<file path="config.mk">
export PLATFORM = sky130hd
export DESIGN_NAME = affine_addr_gen_flat
export DESIGN_NICKNAME = d
export VERILOG_FILES = /design/src/rtl/affine_addr_pkg.sv /design/src/rtl/affine_addr_gen_if.sv /design/src/rtl/affine_dim_ctr.sv /design/src/rtl/affine_addr_gen.sv /design/src/flat_wrapper.sv
export SDC_FILE = /design/constraint.sdc
export NUM_CORES = 1
export LEC_CHECK = 0
export CORE_UTILIZATION = 31
export CTS_CLUSTER_DIAMETER = 30
export DETAILED_ROUTE_END_ITERATION = 8
export GPL_TIMING_DRIVEN = 0
export HOLD_SLACK_MARGIN = 0.1
export PLACE_DENSITY = 0.6
export SETUP_SLACK_MARGIN = 0.15
export SLEW_MARGIN = 5
export SYNTH_ARGS = -nofsm -noshare
export SYNTH_HDL_FRONTEND = slang
export SYNTH_SLANG_ARGS = --single-unit
</file>
<file path="constraint.sdc">
create_clock -name clk -period 12.1 [get_ports clk]
set_input_delay 2.42 -clock clk [delete_from_list [all_inputs] [get_ports clk]]
set_output_delay 2.42 -clock clk [all_outputs]
set_load 0.05 [all_outputs]
</file>
<file path="src/rtl/affine_addr_pkg.sv">
// Shared types and default sizing for the affine address generator.
package affine_addr_pkg;

  localparam int DEF_ADDR_W = 32;
  localparam int DEF_DIMS   = 3;
  localparam int DEF_CNT_W  = 16;

  typedef enum logic {
    IDLE = 1'b0,
    RUN  = 1'b1
  } state_t;

endpackage

</file>
<file path="src/rtl/affine_addr_gen_if.sv">
// Control, configuration and address-stream signals of the affine address generator.
interface affine_addr_gen_if
  import affine_addr_pkg::*;
#(
  parameter int ADDR_W = DEF_ADDR_W,
  parameter int DIMS   = DEF_DIMS,
  parameter int CNT_W  = DEF_CNT_W
);
  logic                          start;
  logic                          abort;
  logic                          cfg_repeat;
  logic [ADDR_W-1:0]             cfg_base;
  logic [DIMS-1:0][CNT_W-1:0]    cfg_extent;
  logic [DIMS-1:0][ADDR_W-1:0]   cfg_stride;
  logic                          addr_valid;
  logic                          addr_ready;
  logic [ADDR_W-1:0]             addr;
  logic                          addr_last;
  logic                          busy;
  logic                          done;

  // The generator drives the address stream, so it is the master side.
  modport master (
    input  start, abort, cfg_repeat, cfg_base, cfg_extent, cfg_stride, addr_ready,
    output addr_valid, addr, addr_last, busy, done
  );

  modport slave (
    output start, abort, cfg_repeat, cfg_base, cfg_extent, cfg_stride, addr_ready,
    input  addr_valid, addr, addr_last, busy, done
  );
endinterface

</file>
<file path="src/rtl/affine_dim_ctr.sv">
// One loop dimension: latched extent/stride, iteration counter and origin register.
module affine_dim_ctr
  import affine_addr_pkg::*;
#(
  parameter int ADDR_W = DEF_ADDR_W,
  parameter int CNT_W  = DEF_CNT_W
) (
  input  logic              clk,
  input  logic              rst,
  input  logic              start_i,
  input  logic              reload_i,
  input  logic              advance_i,
  input  logic              sel_i,
  input  logic              clr_i,
  input  logic [CNT_W-1:0]  cfg_extent_i,
  input  logic [ADDR_W-1:0] cfg_stride_i,
  input  logic [ADDR_W-1:0] base_i,
  input  logic [ADDR_W-1:0] bcast_i,
  output logic              at_max_o,
  output logic              at_max_next_o,
  output logic [ADDR_W-1:0] sum_o
);

  logic [CNT_W-1:0]  ext_m1_q, ext_m1_d;
  logic [CNT_W-1:0]  cnt_q, cnt_d;
  logic [ADDR_W-1:0] stride_q, stride_d;
  logic [ADDR_W-1:0] origin_q, origin_d;
  logic [ADDR_W-1:0] origin_inc;

  assign origin_inc = origin_q + stride_q;

  always_comb begin
    ext_m1_d = ext_m1_q;
    stride_d = stride_q;
    cnt_d    = cnt_q;
    origin_d = origin_q;
    if (start_i) begin
      // An extent of zero runs the dimension once, like an extent of one.
      ext_m1_d = (cfg_extent_i == '0) ? '0 : cfg_extent_i - CNT_W'(1);
      stride_d = cfg_stride_i;
      cnt_d    = '0;
      origin_d = base_i;
    end else if (reload_i) begin
      cnt_d    = '0;
      origin_d = base_i;
    end else if (advance_i) begin
      if (sel_i) begin
        cnt_d    = cnt_q + CNT_W'(1);
        origin_d = origin_inc;
      end else if (clr_i) begin
        cnt_d    = '0;
        origin_d = bcast_i;
      end
    end
  end

  always_ff @(posedge clk or posedge rst) begin
    if (rst) begin
      ext_m1_q <= '0;
      stride_q <= '0;
      cnt_q    <= '0;
      origin_q <= '0;
    end else begin
      ext_m1_q <= ext_m1_d;
      stride_q <= stride_d;
      cnt_q    <= cnt_d;
      origin_q <= origin_d;
    end
  end

  assign at_max_o      = (cnt_q == ext_m1_q);
  assign at_max_next_o = (cnt_d == ext_m1_d);
  // Only the stepping dimension contributes, so the top can OR all sums together.
  assign sum_o         = sel_i ? origin_inc : '0;

endmodule

</file>
<file path="src/rtl/affine_addr_gen.sv">
// Multi-dimensional affine address generator: FSM, carry selection and output registers.
module affine_addr_gen
  import affine_addr_pkg::*;
#(
  parameter int ADDR_W = DEF_ADDR_W,
  parameter int DIMS   = DEF_DIMS,
  parameter int CNT_W  = DEF_CNT_W
) (
  input logic               clk,
  input logic               rst,
  affine_addr_gen_if.master bus
);

  state_t                      state_q, state_d;
  logic                        valid_q, valid_d;
  logic                        last_q, last_d;
  logic                        done_q, done_d;
  logic                        repeat_q, repeat_d;
  logic [ADDR_W-1:0]           addr_q, addr_d;
  logic [ADDR_W-1:0]           base_q, base_d;

  logic                        xfer;
  logic                        dim_start, dim_reload, dim_advance;
  logic [DIMS-1:0]             at_max, at_max_next, sel, clr;
  logic [DIMS:0]               below_max;
  logic [DIMS-1:0][ADDR_W-1:0] sum;
  logic [ADDR_W-1:0]           bcast, base_load;

  assign xfer      = valid_q & bus.addr_ready;
  assign base_load = (state_q == IDLE) ? bus.cfg_base : base_q;

  // The stepping dimension is the lowest one not yet at its final count;
  // every dimension below it wraps and takes the stepping dimension's new origin.
  always_comb begin
    below_max    = '0;
    below_max[0] = 1'b1;
    for (int i = 0; i < DIMS; i++) begin
      below_max[i+1] = below_max[i] & at_max[i];
    end
    sel   = below_max[DIMS-1:0] & ~at_max;
    clr   = below_max[DIMS:1];
    bcast = '0;
    for (int i = 0; i < DIMS; i++) begin
      bcast = bcast | sum[i];
    end
  end

  for (genvar gi = 0; gi < DIMS; gi++) begin : g_dim
    affine_dim_ctr #(
      .ADDR_W (ADDR_W),
      .CNT_W  (CNT_W)
    ) u_dim (
      .clk           (clk),
      .rst           (rst),
      .start_i       (dim_start),
      .reload_i      (dim_reload),
      .advance_i     (dim_advance),
      .sel_i         (sel[gi]),
      .clr_i         (clr[gi]),
      .cfg_extent_i  (bus.cfg_extent[gi]),
      .cfg_stride_i  (bus.cfg_stride[gi]),
      .base_i        (base_load),
      .bcast_i       (bcast),
      .at_max_o      (at_max[gi]),
      .at_max_next_o (at_max_next[gi]),
      .sum_o         (sum[gi])
    );
  end

  always_comb begin
    state_d     = state_q;
    valid_d     = valid_q;
    last_d      = last_q;
    done_d      = 1'b0;
    repeat_d    = repeat_q;
    addr_d      = addr_q;
    base_d      = base_q;
    dim_start   = 1'b0;
    dim_reload  = 1'b0;
    dim_advance = 1'b0;
    case (state_q)
      IDLE: begin
        if (bus.start) begin
          state_d   = RUN;
          dim_start = 1'b1;
          base_d    = bus.cfg_base;
          repeat_d  = bus.cfg_repeat;
          addr_d    = bus.cfg_base;
          valid_d   = 1'b1;
          last_d    = &at_max_next;
        end
      end
      RUN: begin
        if (bus.abort) begin
          state_d = IDLE;
          valid_d = 1'b0;
          last_d  = 1'b0;
          done_d  = 1'b1;
        end else if (xfer && last_q) begin
          if (repeat_q) begin
            dim_reload = 1'b1;
            addr_d     = base_q;
            last_d     = &at_max_next;
          end else begin
            state_d = IDLE;
            valid_d = 1'b0;
            last_d  = 1'b0;
            done_d  = 1'b1;
          end
        end else if (xfer) begin
          dim_advance = 1'b1;
          addr_d      = bcast;
          last_d      = &at_max_next;
        end
      end
      default: state_d = IDLE;
    endcase
  end

  always_ff @(posedge clk or posedge rst) begin
    if (rst) begin
      state_q  <= IDLE;
      valid_q  <= 1'b0;
      last_q   <= 1'b0;
      done_q   <= 1'b0;
      repeat_q <= 1'b0;
      addr_q   <= '0;
      base_q   <= '0;
    end else begin
      state_q  <= state_d;
      valid_q  <= valid_d;
      last_q   <= last_d;
      done_q   <= done_d;
      repeat_q <= repeat_d;
      addr_q   <= addr_d;
      base_q   <= base_d;
    end
  end

  assign bus.addr_valid = valid_q;
  assign bus.addr       = addr_q;
  assign bus.addr_last  = last_q;
  assign bus.busy       = (state_q == RUN);
  assign bus.done       = done_q;

endmodule

</file>
<file path="src/flat_wrapper.sv">
// flat-port wrapper written by rule: the top's interface ports become plain ports
module affine_addr_gen_flat import affine_addr_pkg::*;
#(
  parameter int ADDR_W = DEF_ADDR_W,
  parameter int DIMS   = DEF_DIMS,
  parameter int CNT_W  = DEF_CNT_W
)
  (clk, rst, bus_start, bus_abort, bus_cfg_repeat, bus_cfg_base, bus_cfg_extent, bus_cfg_stride, bus_addr_ready, bus_addr_valid, bus_addr, bus_addr_last, bus_busy, bus_done);
  affine_addr_gen_if #(.ADDR_W(ADDR_W), .DIMS(DIMS), .CNT_W(CNT_W)) bus_i ();
  input logic clk;
  input logic rst;
  input wire logic [$bits(bus_i.start)-1:0] bus_start;
  input wire logic [$bits(bus_i.abort)-1:0] bus_abort;
  input wire logic [$bits(bus_i.cfg_repeat)-1:0] bus_cfg_repeat;
  input wire logic [$bits(bus_i.cfg_base)-1:0] bus_cfg_base;
  input wire logic [$bits(bus_i.cfg_extent)-1:0] bus_cfg_extent;
  input wire logic [$bits(bus_i.cfg_stride)-1:0] bus_cfg_stride;
  input wire logic [$bits(bus_i.addr_ready)-1:0] bus_addr_ready;
  output wire logic [$bits(bus_i.addr_valid)-1:0] bus_addr_valid;
  output wire logic [$bits(bus_i.addr)-1:0] bus_addr;
  output wire logic [$bits(bus_i.addr_last)-1:0] bus_addr_last;
  output wire logic [$bits(bus_i.busy)-1:0] bus_busy;
  output wire logic [$bits(bus_i.done)-1:0] bus_done;
  assign bus_i.start = bus_start;
  assign bus_i.abort = bus_abort;
  assign bus_i.cfg_repeat = bus_cfg_repeat;
  assign bus_i.cfg_base = bus_cfg_base;
  assign bus_i.cfg_extent = bus_cfg_extent;
  assign bus_i.cfg_stride = bus_cfg_stride;
  assign bus_i.addr_ready = bus_addr_ready;
  assign bus_addr_valid = bus_i.addr_valid;
  assign bus_addr = bus_i.addr;
  assign bus_addr_last = bus_i.addr_last;
  assign bus_busy = bus_i.busy;
  assign bus_done = bus_i.done;
  affine_addr_gen #(.ADDR_W(ADDR_W), .DIMS(DIMS), .CNT_W(CNT_W)) u_core (.clk(clk), .rst(rst), .bus(bus_i));
endmodule
</file>
# --- After elaboration in Yosys (flattened, before gate mapping) ---
# Cells that the tools add are included.
# Widths: inputs -> output; s select.
op_classes:
  add_sub_neg: 9
  reduce_logical: 16
  n_mul: 0
  n_lt_le_gt_ge: 0
  shifts: 0
  n_div: 0
  bitwise_logic: 8
  eq_ne: 13
  n_mux: 74
ops:
  columns: ["operator", "n"]
  rows:
  - ["$mux 32", 24]
  - ["$mux 16", 21]
  - ["$add 32x32->32", 3]
  - ["$eq 16x16->1", 6]
  - ["$or 32x32->32", 2]
  - ["$pmux 32 s2", 1]
  - ["$add 16x1->16 const B", 3]
  - ["$logic_not 16->1", 3]
  - ["$sub 16x1->16 const B", 3]
  - ["$mux 1", 25]
  - ["$ne 3x3->1 const B", 4]
  - ["$reduce_bool 4->1", 3]
  - ["$reduce_and 2->1", 5]
  - ["$pmux 1 s2", 3]
  - ["$reduce_and 3->1", 2]
  - ["$ne 2x2->1 const B", 2]
  - ["$ne 4x4->1 const B", 1]
  - ["$reduce_and 4->1", 1]
  - ["$and 1x1->1", 3]
  - ["$and 3x3->3", 1]
  - ["$not 3->3", 1]
  - ["$reduce_bool 3->1", 1]
  - ["$logic_and 1x1->1", 1]
  - ["$not 1->1", 1]
word_totals:
  latchBits: 0
  ram_bits: 0
  n_memories: 0
  ff_bits: 357
  romBits: 0
  elab_cells: 139

# --- Depth between registers and ports, before layout ---
# Gate-level depths: netlist of the first run.
logic_depth:
  depth_word: 14
  ltp_mapped: 14
  depth_no_buf: 14

# --- By module ---
# From an unflattened synthesis of the first run, not the netlist that was laid out.
unflattened:
  cells_unflattened: 2817
  hier_area_um2: 24215.7
modules_own_cells:
  columns: ["module", "n_inst", "area_each_um2", "cells_each"]
  rows:
  - ["affine_dim_ctr at u_core.g_dim[1].u_dim", 1, 6822.8, 774]
  - ["affine_dim_ctr at u_core.g_dim[2].u_dim", 1, 6735.2, 786]
  - ["affine_dim_ctr at u_core.g_dim[0].u_dim", 1, 6672.6, 758]
  - ["affine_addr_gen", 1, 3985.1, 499]

# --- Worst setup path after synthesis of the first run ---
# OpenSTA, ideal clock, no wires.
synth_path:
  path_type: "input-to-reg"
  from: "input port bus_addr_ready"
  to: "register u_core.last_q, in the netlist u_core.bus.addr_last"
  n_path_buf: 1
  arrival_ps: 5335
  setup_slack_ps: 6696
  path_stages: 11
  required_time_ps: 12031
  path_cell_list: "nand2_1 or4_1 clkbuf_1 or4_4 or3_1 a21oi_1 xnor2_1 nand4_1 or4_1 nor4b_2 a32o_1"
synth_via:
  elab_chain_cells: 14
synth_rtl:
  columns: ["element", "line", "text"]
  rows:
  - ["from (decl)", "flat_wrapper.sv:18", "input wire logic [$bits(bus_i.addr_ready)-1:0] bus_addr_ready;"]
  - ["$and 1x1->1 *", "affine_addr_gen.sv:29", "assign xfer = valid_q & bus.addr_ready;"]
  - ["$mux 1 or $logic_and 1x1->1 (tied branches)", "affine_addr_gen.sv:110, affine_addr_gen.sv:99", null]
  - ["$mux 1", "affine_addr_gen.sv:99", "end else if (xfer && last_q) begin"]
  - ["$mux 1", "affine_addr_gen.sv:94", "if (bus.abort) begin"]
  - ["$mux 1", "affine_addr_gen.sv:81", "case (state_q)"]
  - ["$mux 16", "affine_dim_ctr.sv:46", "end else if (advance_i) begin"]
  - ["$mux 16 *", "affine_dim_ctr.sv:43", "end else if (reload_i) begin"]
  - ["$mux 16 *", "affine_dim_ctr.sv:37", "if (start_i) begin"]
  - ["via u_core.g_dim[2].u_dim.cnt_d[5]", "affine_dim_ctr.sv:25", "logic [CNT_W-1:0] cnt_q, cnt_d;"]
  - ["$eq 16x16->1 *", "affine_dim_ctr.sv:72", "assign at_max_next_o = (cnt_d == ext_m1_d);"]
  - ["$reduce_and 3->1 *", "affine_addr_gen.sv:90, affine_addr_gen.sv:103, affine_addr_gen.sv:113", null]
  - ["$mux 1 (on tied branches)", "affine_addr_gen.sv:110, affine_addr_gen.sv:100", null]
  - ["$mux 1", "affine_addr_gen.sv:99", null]
  - ["$mux 1", "affine_addr_gen.sv:94", null]
  - ["$pmux 1 s2 *", "affine_addr_gen.sv:81", null]
  - ["to (signal assigned)", "affine_addr_gen.sv:132", "last_q <= last_d;"]
  - ["to (decl)", "affine_addr_gen.sv:16", "logic last_q, last_d;"]
# The timed path passes the listed nets; every way through them passes the cells marked *. The select of a mux whose other input is x is not followed.
# A chain may end at the register's enable or synchronous reset.

# --- Worst setup path after layout of the first run ---
layout_path:
  from: "input port bus_addr_ready"
  to: "register u_core.g_dim[1].u_dim.origin_q[2]"
layout_via:
  elab_chain_cells: 7
layout_rtl:
  columns: ["element", "line", "text"]
  rows:
  - ["$and 1x1->1 *", "affine_addr_gen.sv:29", null]
  - ["$mux 1 or $logic_and 1x1->1 (tied branches)", "affine_addr_gen.sv:110, affine_addr_gen.sv:99", null]
  - ["$mux 1", "affine_addr_gen.sv:99", null]
  - ["$mux 1", "affine_addr_gen.sv:94", null]
  - ["$mux 1", "affine_addr_gen.sv:81", null]
  - ["$reduce_bool 3->1 (no source line), or another cell as far along", null, null]
  - ["$reduce_and 2->1 (no source line) or $mux 32 (tied branches)", null, null]
  - ["to (signal assigned)", "affine_dim_ctr.sv:67", "origin_q <= origin_d;"]
  - ["to (decl)", "affine_dim_ctr.sv:27", "logic [ADDR_W-1:0] origin_q, origin_d;"]
# Mark *: on every way between the ends. The rest lies on a longest branch, timed or not.

==> flow_summary.ini, run 1 <==
[run_status]
status = complete, no violations

[clocking]
insertion_delay_ps = 650
clk_pin_slew_ps = 40
holdBufCountCts = 0
cts_resized = 0
post_cts_buffers = 0
cts_tree = yes
htree_levels = 3
cts.path.max_buffers = 3
clock_sinks = 357
root_buffer = clkbuf_16
numCtsBuffers = 96

[sta]
fmax_mhz = 141
slew_violations = 0
hold_viol_final = 0
rsz0062_at_grt = false
relSlewSlack_pct = 12.9
fin_crit_sh_pct = 58.7
fin_crit_ps = 7110
tightest_slew_ps = 1310
finalSetupViolCount = 0
hold_slack_ps = 470
finalSetupTns_ps = 0
finClkSkew_ps = 27.3

[routing]
drc = 0
drt_iter0_markers = 1966
drt_wl_total_um = 90400
dr_total_vias = 22200
drt_pass1_iterations = 7
drt-vias-per-instance = 5.47
ant_nets = 0
post_drt_wl_per_cell_um = 22.3

[min_path]
min_path_type = flop to flop

[cells_and_area]
finalNonFillerCells = 4058
layout.nets = 3313
area_growth_pct = 31.9
fillers = 7267
final_layout_size_suffix_gt1_share_pct = 7.43
final_cell_area_um2 = 29700

[floorplanning]
initial_core_util_pct = 31.4
ios = 218
fp-row-count = 98
dieHeight_um = 271
die-area_um2 = 73600
coreArea_um2 = 71600
die_x_um = 271

[worst_setup_path]
worstPathMaxFanout = 10
cp-start-kind = primary input
cp.required_ps = 12560
crit_type = primary input to flop
endpoint_kind = flop
worstPathArrival_ps = 7570

[synth]
yosysWarnings = 0
yosysTopAreaCell = dfrtp_1
synth_cell_type_count = 86
synth_cells = 2700
synth.top_cells.by_area = dfrtp_1 (40%), nand2_1 (9.9%), ha_1 (5.7%)
ys.flop_type = dfrtp_1
synth-seq-area-share_pct = 39.7
synth_most_common_cell = nand2_1
synth_nets = 2987
synthArstFlopShare_pct = 100
syn_area_per_cell_um2 = 8.33
yosys-top-cells-count = nand2_1 (590), dfrtp_1 (357), nor2_1 (268)
synth_edf_count = 0
synth.top_cell.area_share_pct = 39.7
synth_area_um2 = 22500
ys_ff_latch = 357

[pwr]
power_leakage_nw = 13.1
irDropWorstVdd_mv = 0.135
power.total_mw = 8.00
power_density_nw_per_um2 = 270

[placement]
place_congestion = 1.00
port_buffers = 217
dp_hpwl_um = 69600
place_area_um2 = 26100
placedCellCount = 3878

[job]
maxCapViolCount = 0

[global_route]
track_usage_pct = 24.1
first_global_vias = 21600
grt_max_degree = 39
antenna_found_initial = 1
grt_first_pass_wirelength_um = 134000
grt.overflow.total = 0
-- power breakdown --
group | internal, mW | total, mW | leakage (nW) | switching (mW)
sequential | 1.53 | 1.80 | 4.37 | 0.264
clock | 2.03 | 2.83 | 1.76 | 0.805
combinational | 1.24 | 3.37 | 6.97 | 2.13
total | 4.80 | 8.00 | 13.1 | 3.19
-- metal layers --
metal  global-route usage, %  part of all wire [%]  vias to the layer above
li1                        -                     -                    10300
met1                    30.8                    42                    10700
met2                    38.1                    45                      998
met3                    5.56                   8.1                      227
met4                    12.0                   5.0                        2
met5                       0                 0.014                        -
-- worst paths after layout --
kind | start | to | slack (ps) | depth (start not counted)
setup / recovery | bus_addr_ready | u_core.g_dim[1].u_dim.origin_q[2] | 4990 | 12
hold / removal | u_core.base_q[17] | u_core.base_q[17] | 470 | 2
hold reg to reg | u_core.base_q[17] | u_core.base_q[17] | 470 | 2
max in group asynchronous | rst | u_core.g_dim[1].u_dim.stride_q[6] | 8910 | 5
min in group asynchronous | rst | u_core.g_dim[0].u_dim.stride_q[19] | 2140 | 2
setup reg to reg | u_core.bus.addr_last | u_core.g_dim[1].u_dim.origin_q[2] | 6790 | 11
-- cells in the final DEF, fill, tap and decap left out, drive strengths merged, types with 43 or more instances in the layout --
master,instances
a21o,52
a21oi,167
buf,43
clkbuf,217
clkdlybuf4s50,217
dfrtp,357
ha,102
inv,46
nand2,590
nand3,61
nor2,268
nor3,50
o21ai,185
xnor2,110
xor2,97
-- stage by stage --
stage | util (%) | worst slack, ps
4_1_cts | 41.4 | 5040
6_report | 41.4 | 4990
3_3_place_gp | 36.1 | 2060
5_1_grt | 41.4 | 4850
2_1_floorplan | - | 4900
3_5_place_dp | 36.4 | 4400
-- area by class of cell --
type                            instances  area, µm²  area share [%]
Timing Repair Buffer                  228       2390            8.07
Antenna cell                            1       2.50         0.00844
Clock inverter                         56        928            3.13
Sequential cell                       357       8930            30.1
Clock buffer                          123       2660            8.96
Tap cell                              950       1190            4.01
Buffer                                126        509            1.72
Multi-Input combinational cell       2174      12900            43.4
Inverter                               43        165           0.557
-- registers in the layout, summed over array words and instances (netlist names) --
signal and cells:
u_core.g_dim.u_dim.origin_q 96, u_core.g_dim.u_dim.stride_q 96, u_core.g_dim.u_dim.cnt_q 48, u_core.bus.addr 32, u_core.bus.busy 1, u_core.base_q 32, u_core.g_dim.u_dim.ext_m1_q 48, u_core.bus.done 1
u_core.repeat_q 1, u_core.bus.addr_valid 1, u_core.bus.addr_last 1
-- critical path, cell delays in order --
cell             delay, ps
clkdlybuf4s50_1        520
and3_1                 160
clkbuf_1               400
and3_1                 240
clkbuf_1               560
nor2_1                 320
o21ai_0                270
clkbuf_1               450
clkbuf_1               600
buf_1                  630
clkbuf_1               820
a21oi_1                150
-- cell families after synthesis --
group	synth area share (%)
xor+xnor	8.10
buf+inv	2.98
flops	39.7
fa+ha+maj	5.94
mux	0.813
simple gates	23.2
compound gates	19.2
Power figures use the tool's default switching activity.
==> run 2: changes to the inputs <==
Clock period 12.1 ns to 5.9 ns, I/O delays scaled along.
==> run 2 against run 1 <==
Effect of this change: sequential share of layout area barely moved; hold slack improved by 0.62 ps; via count barely moved; power rose by 110%; clock skew barely moved; critical path depth did not move; sequential cell count did not move; utilization barely moved; first-iteration DRC count rose by 0.66%; cell area barely moved.
==> flow_summary.ini, run 2 (synthesized netlist as in run 1, its figures left out) <==
[run_status]
status = complete, no violations

[floorplanning]
fp-row-count = 98
die-area_um2 = 73600
die_x_um = 271
initial_core_util_pct = 31.4
ios = 218
dieHeight_um = 271
coreArea_um2 = 71600

[worst_setup_path]
slowest_stage = buf_1
endpoint_kind = flop
cp.required_ps = 6390
worstPathMaxFanout = 10
crit_buf_inv = 7
cp-start-kind = primary input
crit_family = buffers and inverters
crit_type = primary input to flop
worstPathCellList = clkdlybuf4s50_1 -> and3_1 -> clkbuf_1 -> and3_1 -> clkbuf_1 -> nor2_1 -> o21ai_0 -> clkbuf_1 -> clkbuf_1 -> buf_1 -> clkbuf_2 -> a21oi_1
cp_common_cell = clkbuf_1
worstPathArrival_ps = 5990
cpPeakStageDelay_ps = 620

[sta]
fin_crit_sh_pct = 93.3
hold_slack_ps = 471
rsz0062_at_grt = false
hold_viol_final = 0
finClkSkew_ps = 27.8
fin_ws_ps = 397
tightest_slew_ps = 1130
fin_crit_ps = 5500
finalSetupViolCount = 0
relSlewSlack_pct = 24.7
fmax_mhz = 182
slew_violations = 0

[cells_and_area]
fillers = 7267
seqCellArea_um2 = 8930
multi_input_area_um2 = 12900
largestRegisters = u_core.g_dim.u_dim.origin_q (96), u_core.g_dim.u_dim.stride_q (96)
final_common_cell = nand2_1
final_layout_size_suffix_gt1_share_pct = 7.53
final_cell_mix = nand2_1 (590), dfrtp_1 (357), nor2_1 (268)
area_growth_pct = 31.9
layout.nets = 3313
post-route-util_pct = 41.4

[global_route]
grt.overflow.total = 0
grt_max_degree = 39
first_global_vias = 21600
track_usage_pct = 24.1
antenna_found_initial = 1
grt_first_pass_wirelength_um = 134000

[clocking]
numCtsBuffers = 96
insertion_delay_ps = 640
cts.path.max_buffers = 3
clk_pin_slew_ps = 40
htree_levels = 3
cts_tree = yes
holdBufCountCts = 0
root_buffer = clkbuf_16
clock_sinks = 357

[placement]
place_ws_ps = -562
place_congestion = 1.00
port_buffers = 217
dp_hpwl_um = 69600

[routing]
post_drt_wl_per_cell_um = 22.3
ant_nets = 0
dr_total_vias = 22200
drt_wl_total_um = 90400
drt-vias-per-instance = 5.47
drc = 0
drt_pass1_iterations = 7
drt_iter0_markers = 1979

[pwr]
power_density_nw_per_um2 = 553
power_leakage_nw = 13.1
irDropWorstVdd_mv = 0.278

[min_path]
min_path_type = flop to flop

[job]
maxCapViolCount = 0
==> run 2: changes by cell type in the layout (fill, tap and decap cells not counted), sizes merged <==
| cell | change |
|---|---|
| clkbuf | +1 |
| buf | -1 |
==> run 2: per-stage QoR <==
step / cells / setup TNS [ps] / area (µm²) / power (mW)
floorplan: 2700 / -22960 / 22500 / 8.16
global placement: 3867 / -1044020 / 25800 / 10.4
detailed placement: 3878 / -17740 / 26100 / 10.4
CTS: 4057 / 0 / 29600 / 16.3
global route: 4057 / 0 / 29700 / 17.2
finish: 4058 / 0 / 29700 / 16.4
==> run 2: where the power goes <==
part           switching, mW  internal, mW
Clock                   1.65          4.16
Combinational           4.36          2.55
Sequential             0.539          3.14
Total                   6.55          9.85
==> run 2: cell type report <==
type                    instances  area share, %
repair buffers                228           8.07
clock buffers                 123           8.96
multi-input cells            2174           43.4
plain buffers                 126           1.73
clock inverters                56           3.13
inverters                      43          0.557
diodes                          1        0.00844
flip-flops and latches        357           30.1
well taps                     950           4.01
==> run 2: final timing paths <==
kind / from / to / slack, ps / depth (start not counted)
max: bus_addr_ready / u_core.g_dim[1].u_dim.origin_q[2] / 400 / 12
min: u_core.bus.addr[27] / u_core.bus.addr[27] / 470 / 2
max reg2reg: u_core.bus.addr_last / u_core.g_dim[1].u_dim.origin_q[2] / 960 / 11
min reg2reg: u_core.bus.addr[27] / u_core.bus.addr[27] / 470 / 2
max in group asynchronous: rst / u_core.g_dim[1].u_dim.stride_q[6] / 3940 / 5
min in group asynchronous: rst / u_core.g_dim[0].u_dim.stride_q[19] / 900 / 2
==> run 2: timing repair <==
action	4_1_cts	5_1_grt
setup endpoints to repair	10	9
buffers inserted	0	0
resized for setup	1	4
==> run 2: per-layer routing <==
| layer | routed length, µm | track usage (%) | vias up | part of all wire [%] |
|---|---|---|---|---|
| li1 | - | - | 10300 | - |
| met1 | 37500 | 30.8 | 10700 | 41 |
| met2 | 40800 | 38.1 | 1002 | 45 |
| met3 | 7470 | 5.56 | 228 | 8.3 |
| met4 | 4590 | 12.0 | 2 | 5.1 |
| met5 | 13 | 0 | - | 0.014 |
==> run 2: worst min-delay path, cell delays in order, from the launching register on <==
cell,delay (ps)
dfrtp_1,330
nand2_1,50
nand2_1,60
==> run 3: changes to the inputs <==
Settings changed: PLACE_DENSITY 0.6 to 0.59.
Clock period 5.9 ns to 5.4 ns, I/O delays scaled along.
==> run 3 against run 2 <==
Effect of this change: clock power is 4.5% higher; global-route usage shrank 0.38 points; register-to-register slack lost 450 ps; hold slack better by 0.75 ps; die area unchanged; non-clock buffer count unchanged; cell count about the same; sequential share of layout area grew 0.093 points; cell area down 0.31%; via count shrank 0.45%; first-iteration DRC count grew 6.7%; combinational power up 8.1%; critical path type unchanged; highest routed layer is now met4.
==> flow_summary.ini, run 3 (synthesized netlist as in run 1, its figures left out) <==
[sta]
finClkSkew_ps = 34.9
fin_ws_ps = 298
finalSetupViolCount = 0
fin_crit_ps = 5100
hold_viol_final = 0
fmax_mhz = 196
fin_crit_sh_pct = 94.5
rsz0062_at_grt = false
finalSetupTns_ps = 0
relSlewSlack_pct = 18.4
tightest_slew_ps = 1210
slew_violations = 0
hold_slack_ps = 471

[min_path]
holdPathEnd = u_core.bus.addr[27]
min_from = u_core.bus.addr[27]
whs_path_depth = 2
min_path_type = flop to flop

[routing]
drt_pass1_iterations = 8
drt_wl_total_um = 88500
met1_length_um = 36200
post_drt_wl_per_cell_um = 21.8
ant_nets = 0
drt-vias-per-instance = 5.44
drt_iter0_markers = 2112
drc = 0
dr_wl_met3_um = 7220
dr_wl_met2_um = 41100
routed.top_layer = met4
dr_total_vias = 22100

[global_route]
grt_max_degree = 41
antenna_found_initial = 1
grt.overflow.total = 0
track_usage_pct = 23.7
first_global_vias = 21600
grt_first_pass_wirelength_um = 132000

[clocking]
insertion_delay_ps = 650
post_cts_buffers = 0
clock_sinks = 357
cts_tree = yes
holdBufCountCts = 0
htree_levels = 3
numCtsBuffers = 98
cts.path.max_buffers = 3
clk_pin_slew_ps = 50
root_buffer = clkbuf_16

[job]
maxCapViolCount = 0

[cells_and_area]
multi_input_area_um2 = 12900
area_growth_pct = 31.5
seqCellArea_um2 = 8930
final_cell_area_um2 = 29600
diodes = 0
final_common_cell = nand2_1
final_layout_size_suffix_gt1_share_pct = 7.75
layout.nets = 3315
fillers = 7247
final_cell_mix = nand2_1 (590), dfrtp_1 (357), nor2_1 (268)
finalNonFillerCells = 4061
largestRegisters = u_core.g_dim.u_dim.origin_q (96), u_core.g_dim.u_dim.stride_q (96)
post-route-util_pct = 41.3

[worst_setup_path]
worstPathCellList = clkdlybuf4s50_1 -> nor2b_1 -> clkbuf_1 -> buf_1 -> clkbuf_1 -> buf_1 -> clkbuf_2 -> clkbuf_1 -> nand2_1 -> nand2_1
crit_buf_inv = 7
r2r_start = u_core.g_dim[0].u_dim.cnt_q[0]
slowest_stage = clkbuf_1
crit_type = primary input to flop
r2r-end = u_core.g_dim[2].u_dim.origin_q[6]
r2r_cells = 10
crit_family = buffers and inverters
worstPathMaxFanout = 10
worstPathArrival_ps = 5680
reg2reg_slack_ps = 510
cp-start-kind = primary input
endpoint_kind = flop
cp.required_ps = 5970
cp_common_cell = clkbuf_1
cpPeakStageDelay_ps = 720

[run_status]
status = complete, no violations

[pwr]
power_leakage_nw = 13.1
power.total_mw = 17.6
power_density_nw_per_um2 = 594
irDropWorstVdd_mv = 0.381

[placement]
place_congestion = 0.976
placedCellCount = 3878
place_ws_ps = -1020
dp_hpwl_um = 68500
place_area_um2 = 26100
port_buffers = 217

[floorplanning]
die-area_um2 = 73600
die_x_um = 271
dieHeight_um = 271
coreArea_um2 = 71600
ios = 218
fp-row-count = 98
initial_core_util_pct = 31.4
-- run 3: cell types whose count changed in the layout (fill, tap and decap cells not counted), sizes merged --
cell and change:
bufinv -9, clkbuf +5, clkdlybuf4s15 +1, clkinv +4, clkinvlp +2, diode -1
inv +1
-- run 3: timing repair --
| action | in CTS | in global routing |
|---|---|---|
| gates cloned | 0 | 0 |
| gates resized for setup | 5 | 4 |
| setup endpoints to repair | 39 | 41 |
-- run 3: final cells by class --
cell class              instances  share of cell area [%]
repair buffers                228                    8.12
multi-input cells            2174                    43.6
plain buffers                 126                    1.76
inverters                      43                   0.559
well taps                     950                    4.02
flip-flops and latches        357                    30.2
clock buffers                 129                    9.30
clock inverters                54                    2.45
-- run 3: report_power, final --
group / internal (mW) / switching [mW] / total [mW]
Clock: 4.23 / 1.85 / 6.07
Combinational: 2.78 / 4.68 / 7.47
Sequential: 3.44 / 0.585 / 4.02
-- run 3: metal layers --
layer | global-route usage [%] | vias up
met3 | 4.61 | 211
met4 | 10.6 | 0
met1 | 30.4 | 10600
met5 | 0 | -
met2 | 38.6 | 1015
li1 | - | 10300
-- run 3: tightest hold or removal path, stage by stage (launching register included) --
cell     delay [ps]
dfrtp_1         330
nand2_1          50
nand2_1          50
-- run 3: worst max-delay path by stage --
| stage | from | to | slack, ps | cells after the start |
|---|---|---|---|---|
| 5_1_grt | bus_start | u_core.g_dim[0].u_dim.stride_q[26] | 150 | 10 |
| 2_1_floorplan | rst | u_core.base_q[0] | -460 | 1 |
| 6_report | bus_start | u_core.g_dim[0].u_dim.stride_q[29] | 300 | 10 |
| 4_1_cts | bus_addr_ready | u_core.g_dim[1].u_dim.origin_q[6] | 130 | 12 |
| 3_5_place_dp | bus_addr_ready | u_core.g_dim[1].u_dim.origin_q[11] | -1020 | 12 |
| 3_3_place_gp | rst | u_core.g_dim[2].u_dim.stride_q[12] | -3300 | 2 |
